`src/rtl/ccd_line_timing_gen.sv`:
```
// Linear-CCD line timing generator: SH, P1/P2, RS, CP clocks plus per-pixel ADC strobe.
// Optional clamp pulse generation on ccd_cp when CCD_CLAMP_EN is defined (otherwise ccd_cp is held 0).
module ccd_line_timing_gen #(
    parameter int unsigned PIXELS     = 2048,
    parameter int unsigned DUMMY_PIX  = 32,
    parameter int unsigned HALF       = 50,
    parameter int unsigned RS_W       = 5,
    parameter int unsigned CP_W       = 10,
    parameter int unsigned SAMPLE_OFS = 80,
    parameter int unsigned SETUP_CLKS = 100,
    parameter int unsigned SH_W       = 200,
    parameter int unsigned HOLD_CLKS  = 100
) (
    input  logic        clk_100M,
    input  logic        rst,
    input  logic        start,
    input  logic [23:0] int_time,
    input  logic        abort,
    output logic        ready,
    output logic        busy,
    output logic        ccd_p1,
    output logic        ccd_p2,
    output logic        ccd_sh,
    output logic        ccd_rs,
    output logic        ccd_cp,
    output logic        adc_start,
    output logic [(PIXELS > 1 ? $clog2(PIXELS) : 1)-1:0] pixel_idx,
    output logic        line_done
);

    localparam int unsigned PERIOD  = 2 * HALF;
    localparam int unsigned TOTAL   = DUMMY_PIX + PIXELS;
    localparam int unsigned PH_W    = $clog2(PERIOD);
    localparam int unsigned CP_END  = RS_W + CP_W;
    localparam int unsigned PHC_W   = $clog2((CP_END > PERIOD ? CP_END : PERIOD) + 1);
    localparam int unsigned PX_W    = $clog2(TOTAL + 1);
    localparam int unsigned PX1_W   = PX_W + 1;
    localparam int unsigned IDX_W   = (PIXELS > 1) ? $clog2(PIXELS) : 1;
    localparam int unsigned CNT_M1  = (SETUP_CLKS > SH_W) ? SETUP_CLKS : SH_W;
    localparam int unsigned CNT_MAX = (CNT_M1 > HOLD_CLKS) ? CNT_M1 : HOLD_CLKS;
    localparam int unsigned CNT_W   = $clog2(CNT_MAX + 1);

    typedef enum logic [2:0] {
        S_IDLE,
        S_SETUP,
        S_SH,
        S_HOLD,
        S_READOUT,
        S_WAIT,
        S_DONE
    } state_t;

    state_t             state;
    logic [CNT_W-1:0]   cnt;
    logic [PH_W-1:0]    phase;
    logic [PX_W-1:0]    pix;
    logic [23:0]        timer;
    logic [23:0]        int_lat;

    logic               period_end;
    logic               last_period;
    logic [PH_W-1:0]    ro_ph;
    logic [PX_W-1:0]    ro_px;
    logic [PHC_W-1:0]   ph_ext;
    logic [23:0]        timer_inc;
    logic               timer_hit;
    logic               d_p1;
    logic               d_rs;
    logic               d_cp;
    logic               d_adc;
    logic [IDX_W-1:0]   d_idx;

    // Pixel clock decode for the cycle about to be entered (first pixel when leaving HOLD).
    always_comb begin
        period_end  = (phase == PH_W'(PERIOD - 1));
        last_period = period_end && (pix == PX_W'(TOTAL - 1));
        ro_ph       = '0;
        ro_px       = '0;
        if (state == S_READOUT) begin
            ro_ph = period_end ? '0 : phase + PH_W'(1);
            ro_px = period_end ? pix + PX_W'(1) : pix;
        end
        ph_ext    = PHC_W'(ro_ph);
        d_p1      = (ph_ext < PHC_W'(HALF));
        d_rs      = (ph_ext < PHC_W'(RS_W));
`ifdef CCD_CLAMP_EN
        d_cp      = (ph_ext >= PHC_W'(RS_W)) && (ph_ext < PHC_W'(CP_END));
`else
        d_cp      = 1'b0;
`endif
        d_adc     = (ph_ext == PHC_W'(SAMPLE_OFS)) &&
                    ((PX1_W'(ro_px) + PX1_W'(1)) > PX1_W'(DUMMY_PIX));
        d_idx     = IDX_W'(ro_px - PX_W'(DUMMY_PIX));
        timer_inc = (timer == 24'hFF_FFFF) ? timer : timer + 24'd1;
        timer_hit = (timer_inc >= int_lat);
    end

    // Line sequencer; every output is registered with the value for the state being entered.
    always_ff @(posedge clk_100M or posedge rst) begin
        if (rst) begin
            state     <= S_IDLE;
            cnt       <= '0;
            phase     <= '0;
            pix       <= '0;
            timer     <= '0;
            int_lat   <= '0;
            ready     <= 1'b1;
            busy      <= 1'b0;
            ccd_p1    <= 1'b1;
            ccd_p2    <= 1'b0;
            ccd_sh    <= 1'b0;
            ccd_rs    <= 1'b0;
            ccd_cp    <= 1'b0;
            adc_start <= 1'b0;
            pixel_idx <= '0;
            line_done <= 1'b0;
        end else begin
            adc_start <= 1'b0;
            line_done <= 1'b0;
            if (state != S_IDLE) begin
                timer <= timer_inc;
            end
            if (abort && (state != S_IDLE)) begin
                state     <= S_IDLE;
                cnt       <= '0;
                ready     <= 1'b1;
                busy      <= 1'b0;
                ccd_p1    <= 1'b1;
                ccd_p2    <= 1'b0;
                ccd_sh    <= 1'b0;
                ccd_rs    <= 1'b0;
                ccd_cp    <= 1'b0;
                pixel_idx <= '0;
            end else begin
                case (state)
                    S_IDLE: begin
                        if (start) begin
                            state   <= S_SETUP;
                            int_lat <= int_time;
                            cnt     <= '0;
                            ready   <= 1'b0;
                            busy    <= 1'b1;
                        end
                    end
                    S_SETUP: begin
                        if (cnt == CNT_W'(SETUP_CLKS - 1)) begin
                            state  <= S_SH;
                            cnt    <= '0;
                            ccd_sh <= 1'b1;
                            timer  <= '0;
                        end else begin
                            cnt <= cnt + CNT_W'(1);
                        end
                    end
                    S_SH: begin
                        if (cnt == CNT_W'(SH_W - 1)) begin
                            state  <= S_HOLD;
                            cnt    <= '0;
                            ccd_sh <= 1'b0;
                        end else begin
                            cnt <= cnt + CNT_W'(1);
                        end
                    end
                    S_HOLD: begin
                        if (cnt == CNT_W'(HOLD_CLKS - 1)) begin
                            state     <= S_READOUT;
                            cnt       <= '0;
                            phase     <= ro_ph;
                            pix       <= ro_px;
                            ccd_p1    <= d_p1;
                            ccd_p2    <= ~d_p1;
                            ccd_rs    <= d_rs;
                            ccd_cp    <= d_cp;
                            adc_start <= d_adc;
                            if (d_adc) begin
                                pixel_idx <= d_idx;
                            end
                        end else begin
                            cnt <= cnt + CNT_W'(1);
                        end
                    end
                    S_READOUT: begin
                        if (last_period) begin
                            ccd_p1 <= 1'b1;
                            ccd_p2 <= 1'b0;
                            ccd_rs <= 1'b0;
                            ccd_cp <= 1'b0;
                            if (timer_hit) begin
                                state     <= S_DONE;
                                line_done <= 1'b1;
                            end else begin
                                state <= S_WAIT;
                            end
                        end else begin
                            phase     <= ro_ph;
                            pix       <= ro_px;
                            ccd_p1    <= d_p1;
                            ccd_p2    <= ~d_p1;
                            ccd_rs    <= d_rs;
                            ccd_cp    <= d_cp;
                            adc_start <= d_adc;
                            if (d_adc) begin
                                pixel_idx <= d_idx;
                            end
                        end
                    end
                    S_WAIT: begin
                        if (timer_hit) begin
                            state     <= S_DONE;
                            line_done <= 1'b1;
                        end
                    end
                    S_DONE: begin
                        state <= S_IDLE;
                        ready <= 1'b1;
                        busy  <= 1'b0;
                    end
                    default: begin
                        state <= S_IDLE;
                    end
                endcase
            end
        end
    end

endmodule

```
`config.mk`:
```
export PLATFORM = sky130hd
export DESIGN_NAME = ccd_line_timing_gen
export DESIGN_NICKNAME = d
export VERILOG_FILES = /design/src/rtl/ccd_line_timing_gen.sv
export SDC_FILE = /design/constraint.sdc
export NUM_CORES = 1
export LEC_CHECK = 0
export ABC_AREA = 1
export CAP_MARGIN = 10
export CORE_ASPECT_RATIO = 0.5
export CORE_UTILIZATION = 54
export DETAILED_ROUTE_END_ITERATION = 12
export PLACE_DENSITY = 0.88
export SYNTH_ARGS = -nofsm -noshare
export SYNTH_HDL_FRONTEND = slang
export SYNTH_SLANG_ARGS = --single-unit
export TNS_END_PERCENT = 5
```
`constraint.sdc`:
```
create_clock -name clk_100M -period 3.45 [get_ports clk_100M]
set_clock_uncertainty 0.05 [all_clocks]
set_input_delay 0.69 -clock clk_100M [delete_from_list [all_inputs] [get_ports clk_100M]]
set_output_delay 0.69 -clock clk_100M [all_outputs]
set_load 0.05 [all_outputs]
```
==> run summary, run 1 <==
Syn avg cell area -> 7.34 µm²
Fin. max-slew vios -> 0
DRC violations left -> 0
Layout fillers -> 908
Vias per cell -> 5.48
Die Span Y -> 78.3 µm
Critical path startpoint category -> flip-flop
Total CTS buffers -> 9
Tmin final -> 3280 ps
Main area contributors after synthesis -> dfrtp_1 38%, nand2_1 11%, inv_1 7.9%
Cell with the most instances after synthesis -> nand2_1
Drt first-iter violations -> 396
Post-Syn Area -> 6280 µm²
Status -> finished clean
Io pins -> 48
Relative slew slack -> 0.310
Clock tree root buffer cell -> clkbuf_16
Area Growth Syn to Fin -> 16.8%
Top FF cell, synth -> dfrtp_1
Util after Layout -> 0.658
Clock Latency Late Sink -> 350 ps
Clock transition at the registers of the reported paths -> 70 ps
Fin. Hold Viols -> 0
Area leader, netlist -> dfrtp_1
Fin nets -> 965
CTS Hold Bufs -> 0
Crit path required time -> 3640 ps
Critical Path End Type -> flip-flop
Share of layout cells above drive strength 1 -> 0.102
Synth warn -> 0
GR Util All Layers -> 0.258
Core box area -> 11100 µm²
Final setup viols -> 0
Synth Net Count -> 913
Top cell type's share of synthesized area -> 0.379
Antenna violations before repair -> 0
Post-route ant nets -> 0
Worst Hold Class -> flip-flop to flip-flop
Area taken by flip-flops and latches -> 2430 µm²
Maximum buffer depth of the clock tree -> 2
ANT cells -> 0
Max-cap violations -> 0
Unique masters post-synth -> 47
Pin count of the biggest net entering global routing -> 53
Pre-antenna DRT Iters -> 5
CP Max Fanout -> 3
First-pass GRT wire length -> 25.1 mm
Worst vdd ir -> 0.420 mV
DR WL/cell -> 13.7 µm
Vias -> 5789
Cell Pwr Density -> 817 nW/µm²
Footprint of the multi-input gates -> 3250 µm²
Total gr overflow -> 0
DR WL met2 -> 7.00 mm
Post-synthesis instance total -> 855
Setup TNS -> 0 ps
Clock sinks -> 97
Post-synth EDFFs -> 0
Fmax -> 304 MHz
Leading cell types by count after synthesis -> 187 x nand2_1, 133 x inv_1, 95 x dfrtp_1
Worst Path Arrival -> 3480 ps
CTS tree -> yes
Vias in the first global route -> 5598
Die area -> 12100 µm²
Port bufs -> 46
Top sig layer -> met4
Async SR Flop Fraction -> 1.00
Row count -> 27
H-Tree Depth -> 3
Routability congestion estimate -> 0.936
Metal3 WL -> 736 µm
Placed instance area -> 6910 µm²
Worst Tran Pin Value -> 1030 ps
Metal-1 WL -> 6.47 mm
Dpl hpwl -> 10.5 mm
Critical path class -> flip-flop to flip-flop
Synth Register Bits -> 97
Die extent in x -> 155 µm
Seq/Total Area, Yosys -> 0.387
Starting Density -> 0.563
WL final -> 14.5 mm
Tcrit/Tclk final -> 0.952
Pleak -> 3.52 nW
Post-route cell area -> 7330 µm²
[worst max-delay path, cell delays in order, from the launching register on]
cell and delay, ps:
dfrtp_1 410, ha_2 190, nand2_2 100, nor2_2 50, nand2_1 100, nor2_1 60
nand2_1 80, nand4_1 150, nor2_2 170, nand2_1 90, nor2_1 120, xor2_1 200
ha_1 290, a21oi_2 150, o21ai_0 100, nand4_1 80, o211ai_1 190, a21boi_4 230
nand4_1 120, nand2_2 100, nor2_1 60, nand2_1 60, nand2_1 40
[final cells by class]
class	instances	share of cell area
clock buffers	10	0.0312
clock inverters	6	0.0113
inverters	140	0.0720
multi-input cells	592	0.444
flip-flops and latches	97	0.331
well taps	145	0.0247
repair buffers	67	0.0860
[flip-flops by register name, summed over array words and instances, names as in the netlist]
name	count
pix	12
timer	24
adc_start	1
phase	7
ccd_rs	1
cnt	8
ccd_sh	1
ccd_p1	1
pixel_idx	11
line_done	1
busy	1
ready	1
int_lat	24
state	3
ccd_p2	1
[what timing repair did]
item	in CTS	in global routing
resized for setup	1	18
setup endpoints to repair	1	3
pin swaps	0	5
buffers inserted	0	6
[cells in the final DEF, fill, tap and decap left out, types with 2 or more instances in the layout]
cell / count
clkbuf_16: 9
nor2_4: 2
nand3_1: 46
a21oi_2: 3
xnor2_1: 3
nor4_1: 5
dfrtp_1: 95
bufinv_16: 2
buf_4: 20
a31oi_1: 2
nand4_1: 29
nand3_2: 6
dfstp_2: 2
clkinv_2: 3
o22ai_1: 3
nor2_2: 11
xor2_1: 23
nor2_1: 69
clkdlybuf4s50_1: 46
o211ai_1: 4
nor3_1: 12
inv_2: 6
ha_1: 29
o21ai_1: 9
o21ai_0: 77
nor3_2: 7
inv_1: 132
nand2_1: 185
nand4_2: 2
a21oi_1: 39
nand2_2: 7
[metrics by stage]
step	cells	setup WS [ps]	power [mW]	hold slack [ps]
after floorplan	855	180	4.00	398
after global placement	1035	101	4.60	403
after detailed placement	1035	22.2	4.73	405
after CTS	1051	63.2	5.84	414
after global routing	1057	-65.2	6.54	426
final	1057	165	5.99	413
[final timing paths]
| path | from | to | slack, ps | cells after the start |
|---|---|---|---|---|
| min reg2reg | ready$_DFFE_PP1P_ | ready$_DFFE_PP1P_ | 410 | 2 |
| max reg2reg | timer[1]$_DFF_PP0_ | state[0]$_DFFE_PP0P_ | 170 | 22 |
| min | ready$_DFFE_PP1P_ | ready$_DFFE_PP1P_ | 410 | 2 |
| min in group asynchronous | rst | int_lat[8]$_DFFE_PP0P_ | 760 | 2 |
| max | timer[1]$_DFF_PP0_ | state[0]$_DFFE_PP0P_ | 170 | 22 |
| max in group asynchronous | rst | timer[12]$_DFF_PP0_ | 1910 | 3 |
[report_power, final]
group,internal (mW),switching [mW]
registers,1.53,0.298
clock network,0.632,0.438
logic,1.08,2.01
[per-layer routing]
layer | vias to the layer above | GRT usage
li1 | 2875 | -
met1 | 2722 | 0.315
met2 | 161 | 0.459
met3 | 31 | 0.0525
met4 | 0 | 0.0891
met5 | - | 0
[cells by family after synthesis]
logic type                 count (synthesis)  share of synthesized area
buffers and inverters                    166                      0.107
AOI/OAI and AO/OA                        147                      0.125
adders and majority gates                 30                     0.0598
other                                      1                   0.000597
muxes                                      1                    0.00179
DFF                                       97                      0.387
and+or+nand+nor                          387                      0.283
xor gates and xnor gates                  26                     0.0363
Power figures use the tool's default switching activity.
==> run 2, diff against run 1 <==
--- a/config.mk
+++ b/config.mk
@@ -5,12 +5,12 @@
 export SDC_FILE = /design/constraint.sdc
 export NUM_CORES = 1
 export LEC_CHECK = 0
-export ABC_AREA = 1
 export CAP_MARGIN = 10
 export CORE_ASPECT_RATIO = 0.5
 export CORE_UTILIZATION = 54
 export DETAILED_ROUTE_END_ITERATION = 12
 export PLACE_DENSITY = 0.88
+export SLEW_MARGIN = 20
 export SYNTH_ARGS = -nofsm -noshare
 export SYNTH_HDL_FRONTEND = slang
 export SYNTH_SLANG_ARGS = --single-unit
==> run 2 against run 1 <==
- the flow now finishes with violations (setup timing)
- routed wire length grew 17%
- maximum frequency decreased by 12%
- die area down 1.3%
- critical path type unchanged
==> run summary, run 2 <==
Pleak -> 3.33 nW (was 3.52 nW)
Hold Path Depth -> 2 (unchanged)
Clock tree root buffer cell -> clkbuf_16 (unchanged)
Synth Register Bits -> 97 (unchanged)
RSZ-0062 raised after global routing -> true
Area Growth Syn to Fin -> 24.4% (was 16.8%)
WL final -> 16.9 mm (was 14.5 mm)
Worst path bufs/invs -> 1 (was 0)
Drt first-iter violations -> 612 (was 396)
Worst path most repeated cell -> and4_4 (was nand2_1)
Worst Path Arrival -> 3940 ps (was 3480 ps)
Io pins -> 48 (unchanged)
Leading cell types by count after synthesis -> 110 x nand2_1, 95 x dfrtp_1, 61 x o21ai_0 (was 187 x nand2_1, 133 x inv_1, 95 x dfrtp_1)
Post-route cell area -> 7710 µm² (was 7330 µm²)
DRC violations left -> 0 (unchanged)
Starting Density -> 0.559 (was 0.563)
Area leader, netlist -> dfrtp_1 (unchanged)
Most frequent cells in the layout -> 108 x nand2_1, 95 x dfrtp_1, 67 x buf_4, 59 x o21ai_0, 53 x nor2_1 (was 185 x nand2_1, 132 x inv_1, 95 x dfrtp_1, 77 x o21ai_0, 69 x nor2_1)
Top FF cell, synth -> dfrtp_1 (unchanged)
Post-synthesis instance total -> 719 (was 855)
Synth Net Count -> 777 (was 913)
Cell with the most instances after synthesis -> nand2_1 (unchanged)
Dpl hpwl -> 10.3 mm (was 10.5 mm)
Core box area -> 11100 µm² (about the same)
Row count -> 27 (unchanged)
Min setup slack post-route -> -297 ps (was 165 ps)
Clock Latency Late Sink -> 350 ps (about the same)
Top cell type's share of synthesized area -> 0.384 (was 0.379)
Tmin final -> 3750 ps (was 3280 ps)
Post-synth EDFFs -> 0 (unchanged)
Post-route ant nets -> 0 (unchanged)
Tcrit/Tclk final -> 1.09 (was 0.952)
Vias in the first global route -> 5626 (was 5598)
Layout fillers -> 776 (was 908)
Fin. Hold Viols -> 0 (unchanged)
Reg2reg path depth -> 15 (was 22)
Worst vdd ir -> 0.303 mV (was 0.420 mV)
Critical Path End Type -> flip-flop (unchanged)
Async SR Flop Fraction -> 1.00 (unchanged)
Failing checks -> setup timing
Antenna violations before repair -> 0 (unchanged)
Critical path startpoint category -> flip-flop (unchanged)
Die extent in x -> 154 µm (was 155 µm)
CTS tree -> yes (unchanged)
CTS Hold Bufs -> 0 (unchanged)
Worst Hold Class -> flip-flop to flip-flop (unchanged)
Place WS -> -253 ps (was 22.2 ps)
Fin nets -> 866 (was 965)
Seq/Total Area, Yosys -> 0.392 (was 0.387)
Share of layout cells above drive strength 1 -> 0.165 (was 0.102)
Worst Tran Pin Value -> 814 ps (was 1030 ps)
GR Util All Layers -> 0.286 (was 0.258)
Clock transition at the registers of the reported paths -> 70 ps (about the same)
Total CTS buffers -> 9 (unchanged)
Fin. max-slew vios -> 0 (unchanged)
Pwr Total -> 4.78 mW (was 5.99 mW)
Maximum buffer depth of the clock tree -> 2 (unchanged)
Port bufs -> 46 (unchanged)
Max incr delay on CP -> 390 ps (was 410 ps)
Max-cap violations -> 0 (unchanged)
Cell Pwr Density -> 619 nW/µm² (was 817 nW/µm²)
Crit path required time -> 3640 ps (about the same)
Crit path cell chain -> ha_2, and4_1, and4_4, a311oi_4, and4_4, nand2_4, nor2_4, xor2_1, ha_1, buf_4, nand4_1, a21oi_4, nor3_4, a2111oi_4, mux2_4 (was ha_2, nand2_2, nor2_2, nand2_1, nor2_1, nand2_1, nand4_1, nor2_2, nand2_1, nor2_1, xor2_1, ha_1, a21oi_2, o21ai_0, nand4_1, o211ai_1, a21boi_4, nand4_1, nand2_2, nor2_1, nand2_1, nand2_1)
Main area contributors after synthesis -> dfrtp_1 38%, nand2_1 6.7%, ha_1 6.1% (was dfrtp_1 38%, nand2_1 11%, inv_1 7.9%)
Hold path startpoint -> ccd_p1$_DFFE_PP1P_ (was ready$_DFFE_PP1P_)
Total gr overflow -> 0 (unchanged)
Reg-to-Reg End -> state[0]$_DFFE_PP0P_ (unchanged)
R2r startpoint -> timer[0]$_DFF_PP0_ (was timer[1]$_DFF_PP0_)
Synth warn -> 0 (unchanged)
Fin Hold WS -> 414 ps (was 413 ps)
Unique masters post-synth -> 66 (was 47)
Placed instance area -> 7130 µm² (was 6910 µm²)
Worst R2R Setup Slack -> -300 ps (was 170 ps)
Final setup viols -> 3 (was 0)
DR WL/cell -> 17.7 µm (was 13.7 µm)
Routability congestion estimate -> 0.885 (was 0.936)
Syn avg cell area -> 8.62 µm² (was 7.34 µm²)
Top flop regs -> int_lat: 24 flops, timer: 24 flops, pix: 12 flops (unchanged)
Vias per cell -> 6.06 (was 5.48)
Die area -> 11900 µm² (was 12100 µm²)
Pre-antenna DRT Iters -> 9 (was 5)
Relative slew slack -> 0.457 (was 0.310)
Slowest-stage cell, CP -> dfrtp_1 (unchanged)
Die Span Y -> 77.8 µm (was 78.3 µm)
First-pass GRT wire length -> 27.1 mm (was 25.1 mm)
CP top delay family -> simple AND/OR/NAND/NOR gates (unchanged)
Fmax -> 267 MHz (was 304 MHz)
CP Max Fanout -> 6 (was 3)
ANT cells -> 0 (unchanged)
Worst Hold Path EP -> ccd_p1$_DFFE_PP1P_ (was ready$_DFFE_PP1P_)
Pin count of the biggest net entering global routing -> 57 (was 53)
Critical path class -> flip-flop to flip-flop (unchanged)
Vias -> 5803 (was 5789)
H-Tree Depth -> 3 (unchanged)
Clock sinks -> 97 (unchanged)
Post-Syn Area -> 6200 µm² (was 6280 µm²)
Most common cell after layout, fill and taps aside -> nand2_1 (unchanged)
Setup TNS -> -722 ps (was 0 ps)
Status -> finished with violations (was finished clean)
run 2: through the flow:
stage          cells  utilization
2_1_floorplan    719            -
3_3_place_gp     924        0.644
3_5_place_dp     924        0.644
4_1_cts          952        0.688
5_1_grt          958        0.696
6_report         958        0.696
run 2: final cells by class:
cell class	instances	area, µm²	area share
flip-flops and latches	97	2430	0.315
well taps	145	181	0.0235
inverters	41	156	0.0203
multi-input cells	542	3620	0.469
clock buffers	11	233	0.0302
repair buffers	117	1020	0.132
clock inverters	5	78.8	0.0102
run 2: worst max-delay path by stage:
| stage | from | end | slack, ps | depth (start not counted) |
|---|---|---|---|---|
| final | timer[0]$_DFF_PP0_ | state[0]$_DFFE_PP0P_ | -300 | 15 |
| after global routing | timer[0]$_DFF_PP0_ | state[0]$_DFFE_PP0P_ | -400 | 15 |
| after CTS | timer[0]$_DFF_PP0_ | state[0]$_DFFE_PP0P_ | -70 | 14 |
| after detailed placement | timer[1]$_DFF_PP0_ | state[0]$_DFFE_PP0P_ | -250 | 16 |
| after global placement | timer[1]$_DFF_PP0_ | state[0]$_DFFE_PP0P_ | -50 | 15 |
| after floorplan | timer[0]$_DFF_PP0_ | state[0]$_DFFE_PP0P_ | -80 | 16 |
run 2: logic make-up after synthesis:
family / count (synthesis) / share of synthesized area
muxes: 19 / 0.0315
buffers and inverters: 80 / 0.0543
AOI/OAI and AO/OA: 132 / 0.129
and+or+nand+nor: 303 / 0.252
DFF: 97 / 0.392
other: 1 / 0.000605
adders and majority gates: 30 / 0.0606
xor gates and xnor gates: 57 / 0.0806
run 2: power breakdown:
group | total (mW) | switching (mW) | internal [mW] | leakage [nW]
clock network | 1.08 | 0.447 | 0.637 | 0.154
logic | 2.13 | 1.23 | 0.895 | 1.95
registers | 1.57 | 0.164 | 1.40 | 1.22
run 2: per-layer routing:
metal	GRT usage	up-vias	share of wire
met5	0	-	0
met4	0.133	0	0.037
met3	0.0620	81	0.068
met2	0.484	269	0.48
met1	0.351	2782	0.42
li1	-	2671	-
run 2: repair_timing:
action	4_1_cts	5_1_grt
buffers inserted	12	6
setup endpoints to repair	3	3
pin swaps	27	19
resized for setup	21	11
run 2: worst register-to-register path: stages, from the launching register on:
cell and delay (ps):
dfrtp_1 390, ha_2 190, and4_1 170, and4_4 220, a311oi_4 270, and4_4 340
nand2_4 100, nor2_4 100, xor2_1 80, ha_1 320, buf_4 120, nand4_1 250
a21oi_4 260, nor3_4 80, a2111oi_4 370, mux2_4 330
==> run 3, diff against run 2 <==
--- a/config.mk
+++ b/config.mk
@@ -7,9 +7,9 @@
 export LEC_CHECK = 0
 export CAP_MARGIN = 10
 export CORE_ASPECT_RATIO = 0.5
-export CORE_UTILIZATION = 54
+export CORE_UTILIZATION = 45
 export DETAILED_ROUTE_END_ITERATION = 12
-export PLACE_DENSITY = 0.88
+export PLACE_DENSITY = 0.77
 export SLEW_MARGIN = 20
 export SYNTH_ARGS = -nofsm -noshare
 export SYNTH_HDL_FRONTEND = slang
==> run 3 against run 2 <==
- the flow still finishes with violations (setup timing)
- sequential share of layout area rose by 0.45 points
- total power is 7.2% lower
- maximum frequency up 5.4%
- critical path depth is 1 lower
- via count fell by 7.0%
- clock power shrank 14%
- register-to-register slack gained 190 ps
- design area decreased by 1.4%
- routed wire length shrank 14%
- sequential power is essentially flat
- non-clock buffer count shrank 7
- critical endpoint unchanged
==> run summary, run 3 (synthesized netlist as in run 2, its figures left out) <==
Crit path required time -> 3630 ps (was 3640 ps)
Max-cap violations -> 0 (unchanged)
CP Max Fanout -> 5 (was 6)
Clock transition at the registers of the reported paths -> 70 ps (about the same)
Dpl hpwl -> 10.2 mm (was 10.3 mm)
Worst R2R Setup Slack -> -100 ps (was -300 ps)
Clock sinks -> 97 (unchanged)
Most common cell after layout, fill and taps aside -> nand2_1 (unchanged)
Top flop regs -> int_lat: 24 flops, timer: 24 flops, pix: 12 flops (unchanged)
H-Tree Depth -> 3 (unchanged)
WL final -> 14.5 mm (was 16.9 mm)
Core box area -> 13000 µm² (was 11100 µm²)
Relative slew slack -> 0.608 (was 0.457)
Die Span Y -> 85.0 µm (was 77.8 µm)
Pin count of the biggest net entering global routing -> 46 (was 57)
Pwr Total -> 4.43 mW (was 4.78 mW)
Fmax -> 281 MHz (was 267 MHz)
Critical path class -> flip-flop to flip-flop (unchanged)
RSZ-0062 raised after global routing -> true (unchanged)
Placed instance area -> 7220 µm² (was 7130 µm²)
Routability congestion estimate -> 0.904 (was 0.885)
Vias -> 5396 (was 5803)
Hold path startpoint -> ccd_p1$_DFFE_PP1P_ (unchanged)
CTS tree -> yes (unchanged)
Worst Path Arrival -> 3740 ps (was 3940 ps)
Antenna violations before repair -> 0 (unchanged)
Reg-to-Reg End -> state[0]$_DFFE_PP0P_ (unchanged)
Vias per cell -> 5.53 (was 6.06)
Vias in the first global route -> 5256 (was 5626)
Placed cells -> 955 (was 924)
Fin. max-slew vios -> 0 (unchanged)
Clock Latency Late Sink -> 340 ps (was 350 ps)
GR Util All Layers -> 0.214 (was 0.286)
Place WS -> -227 ps (was -253 ps)
Cell Pwr Density -> 583 nW/µm² (was 619 nW/µm²)
Reg2reg path depth -> 14 (was 15)
First-pass GRT wire length -> 24.8 mm (was 27.1 mm)
Pre-antenna DRT Iters -> 5 (was 9)
Min setup slack post-route -> -104 ps (was -297 ps)
Failing checks -> setup timing (unchanged)
Share of layout cells above drive strength 1 -> 0.148 (was 0.165)
Fin. Hold Viols -> 0 (unchanged)
R2r startpoint -> timer[1]$_DFF_PP0_ (was timer[0]$_DFF_PP0_)
CTS Hold Bufs -> 0 (unchanged)
Area Growth Syn to Fin -> 22.7% (was 24.4%)
Fin nets -> 859 (was 866)
ANT cells -> 0 (unchanged)
Critical Path End Type -> flip-flop (unchanged)
Most frequent cells in the layout -> 108 x nand2_1, 95 x dfrtp_1, 61 x buf_4, 58 x o21ai_0, 55 x nor2_1 (was 108 x nand2_1, 95 x dfrtp_1, 67 x buf_4, 59 x o21ai_0, 53 x nor2_1)
Row count -> 29 (was 27)
Post-route ant nets -> 0 (unchanged)
Worst vdd ir -> 0.259 mV (was 0.303 mV)
Finished Layout Cells -> 976 (was 958)
Die extent in x -> 168 µm (was 154 µm)
Pleak -> 3.24 nW (was 3.33 nW)
Io pins -> 48 (unchanged)
Tmin final -> 3550 ps (was 3750 ps)
Port bufs -> 46 (unchanged)
Worst Tran Pin Value -> 582 ps (was 814 ps)
Die area -> 14300 µm² (was 11900 µm²)
Status -> finished with violations (unchanged)
Critical path startpoint category -> flip-flop (unchanged)
Clock tree root buffer cell -> clkbuf_16 (unchanged)
DR WL/cell -> 14.9 µm (was 17.7 µm)
Worst Hold Path EP -> ccd_p1$_DFFE_PP1P_ (unchanged)
Drt first-iter violations -> 290 (was 612)
Total CTS buffers -> 9 (unchanged)
Worst Hold Class -> flip-flop to flip-flop (unchanged)
Util after Layout -> 0.584 (was 0.696)
Maximum buffer depth of the clock tree -> 2 (unchanged)
Total gr overflow -> 0 (unchanged)
Tcrit/Tclk final -> 1.03 (was 1.09)
Hold Path Depth -> 2 (unchanged)
Final setup viols -> 1 (was 3)
Starting Density -> 0.476 (was 0.559)
Post-route cell area -> 7600 µm² (was 7710 µm²)
DRC violations left -> 0 (unchanged)
## run 3: changes by cell type in the layout (fill, tap and decap cells not counted), moves of 2 or more
cell / change
bufinv_16: -2
clkinvlp_4: +2
nor3_2: +2
buf_4: -6
a21oi_2: -3
a21oi_1: +4
nor3_4: -2
buf_6: -2
nor2_1: +2
## run 3: layout make-up
cell class	instances	area, µm²
clock inverters	4	28.8
fillers	1094	5420
well taps	170	213
repair buffers	110	970
inverters	41	156
flip-flops and latches	97	2430
multi-input cells	542	3570
clock buffers	12	236
## run 3: metrics by stage
| stage | hold WS, ps | TNS (ps) |
|---|---|---|
| floorplan | 422 | -75.6 |
| global placement | 404 | -101 |
| finish | 411 | -104 |
| global route | 432 | -554 |
| CTS | 415 | -101 |
| detailed placement | 405 | -504 |
## run 3: repair_timing
action / CTS / global route
pin swaps: 15 / 16
endpoints found under the setup margin: 3 / 14
buffers inserted: 2 / 3
resized for setup: 4 / 15
## run 3: worst max-delay path by stage
stage | slack [ps] | startpoint | endpoint | cells after the start
floorplan | -80 | timer[0]$_DFF_PP0_ | state[0]$_DFFE_PP0P_ | 16
global placement | -80 | timer[1]$_DFF_PP0_ | state[0]$_DFFE_PP0P_ | 15
detailed placement | -230 | timer[1]$_DFF_PP0_ | state[0]$_DFFE_PP0P_ | 15
CTS | -100 | timer[0]$_DFF_PP0_ | state[0]$_DFFE_PP0P_ | 15
global route | -290 | timer[1]$_DFF_PP0_ | state[0]$_DFFE_PP0P_ | 14
finish | -100 | timer[1]$_DFF_PP0_ | state[0]$_DFFE_PP0P_ | 14
## run 3: routing by layer
layer,vias to the layer above,wire length (µm),GRT usage
met2,110,7110,0.373
met1,2606,6640,0.274
met4,0,185,0.0601
met5,-,0,0
met3,21,596,0.0378
li1,2659,-,-
## run 3: power breakdown
part           total (mW)  switching, mW  internal (mW)
registers            1.55          0.149           1.40
clock network       0.930          0.438          0.492
logic                1.95           1.09          0.860
## run 3: worst max-delay path, cell delays in order (launching register included)
cell	delay [ps]
dfrtp_1	390
ha_2	200
and4_1	170
and4_4	180
a311oi_4	260
and4_4	320
buf_6	120
nand3_2	60
xnor2_1	140
ha_1	320
nand4_1	140
a211oi_2	240
a21oi_2	120
a2111oi_4	410
mux2_4	330
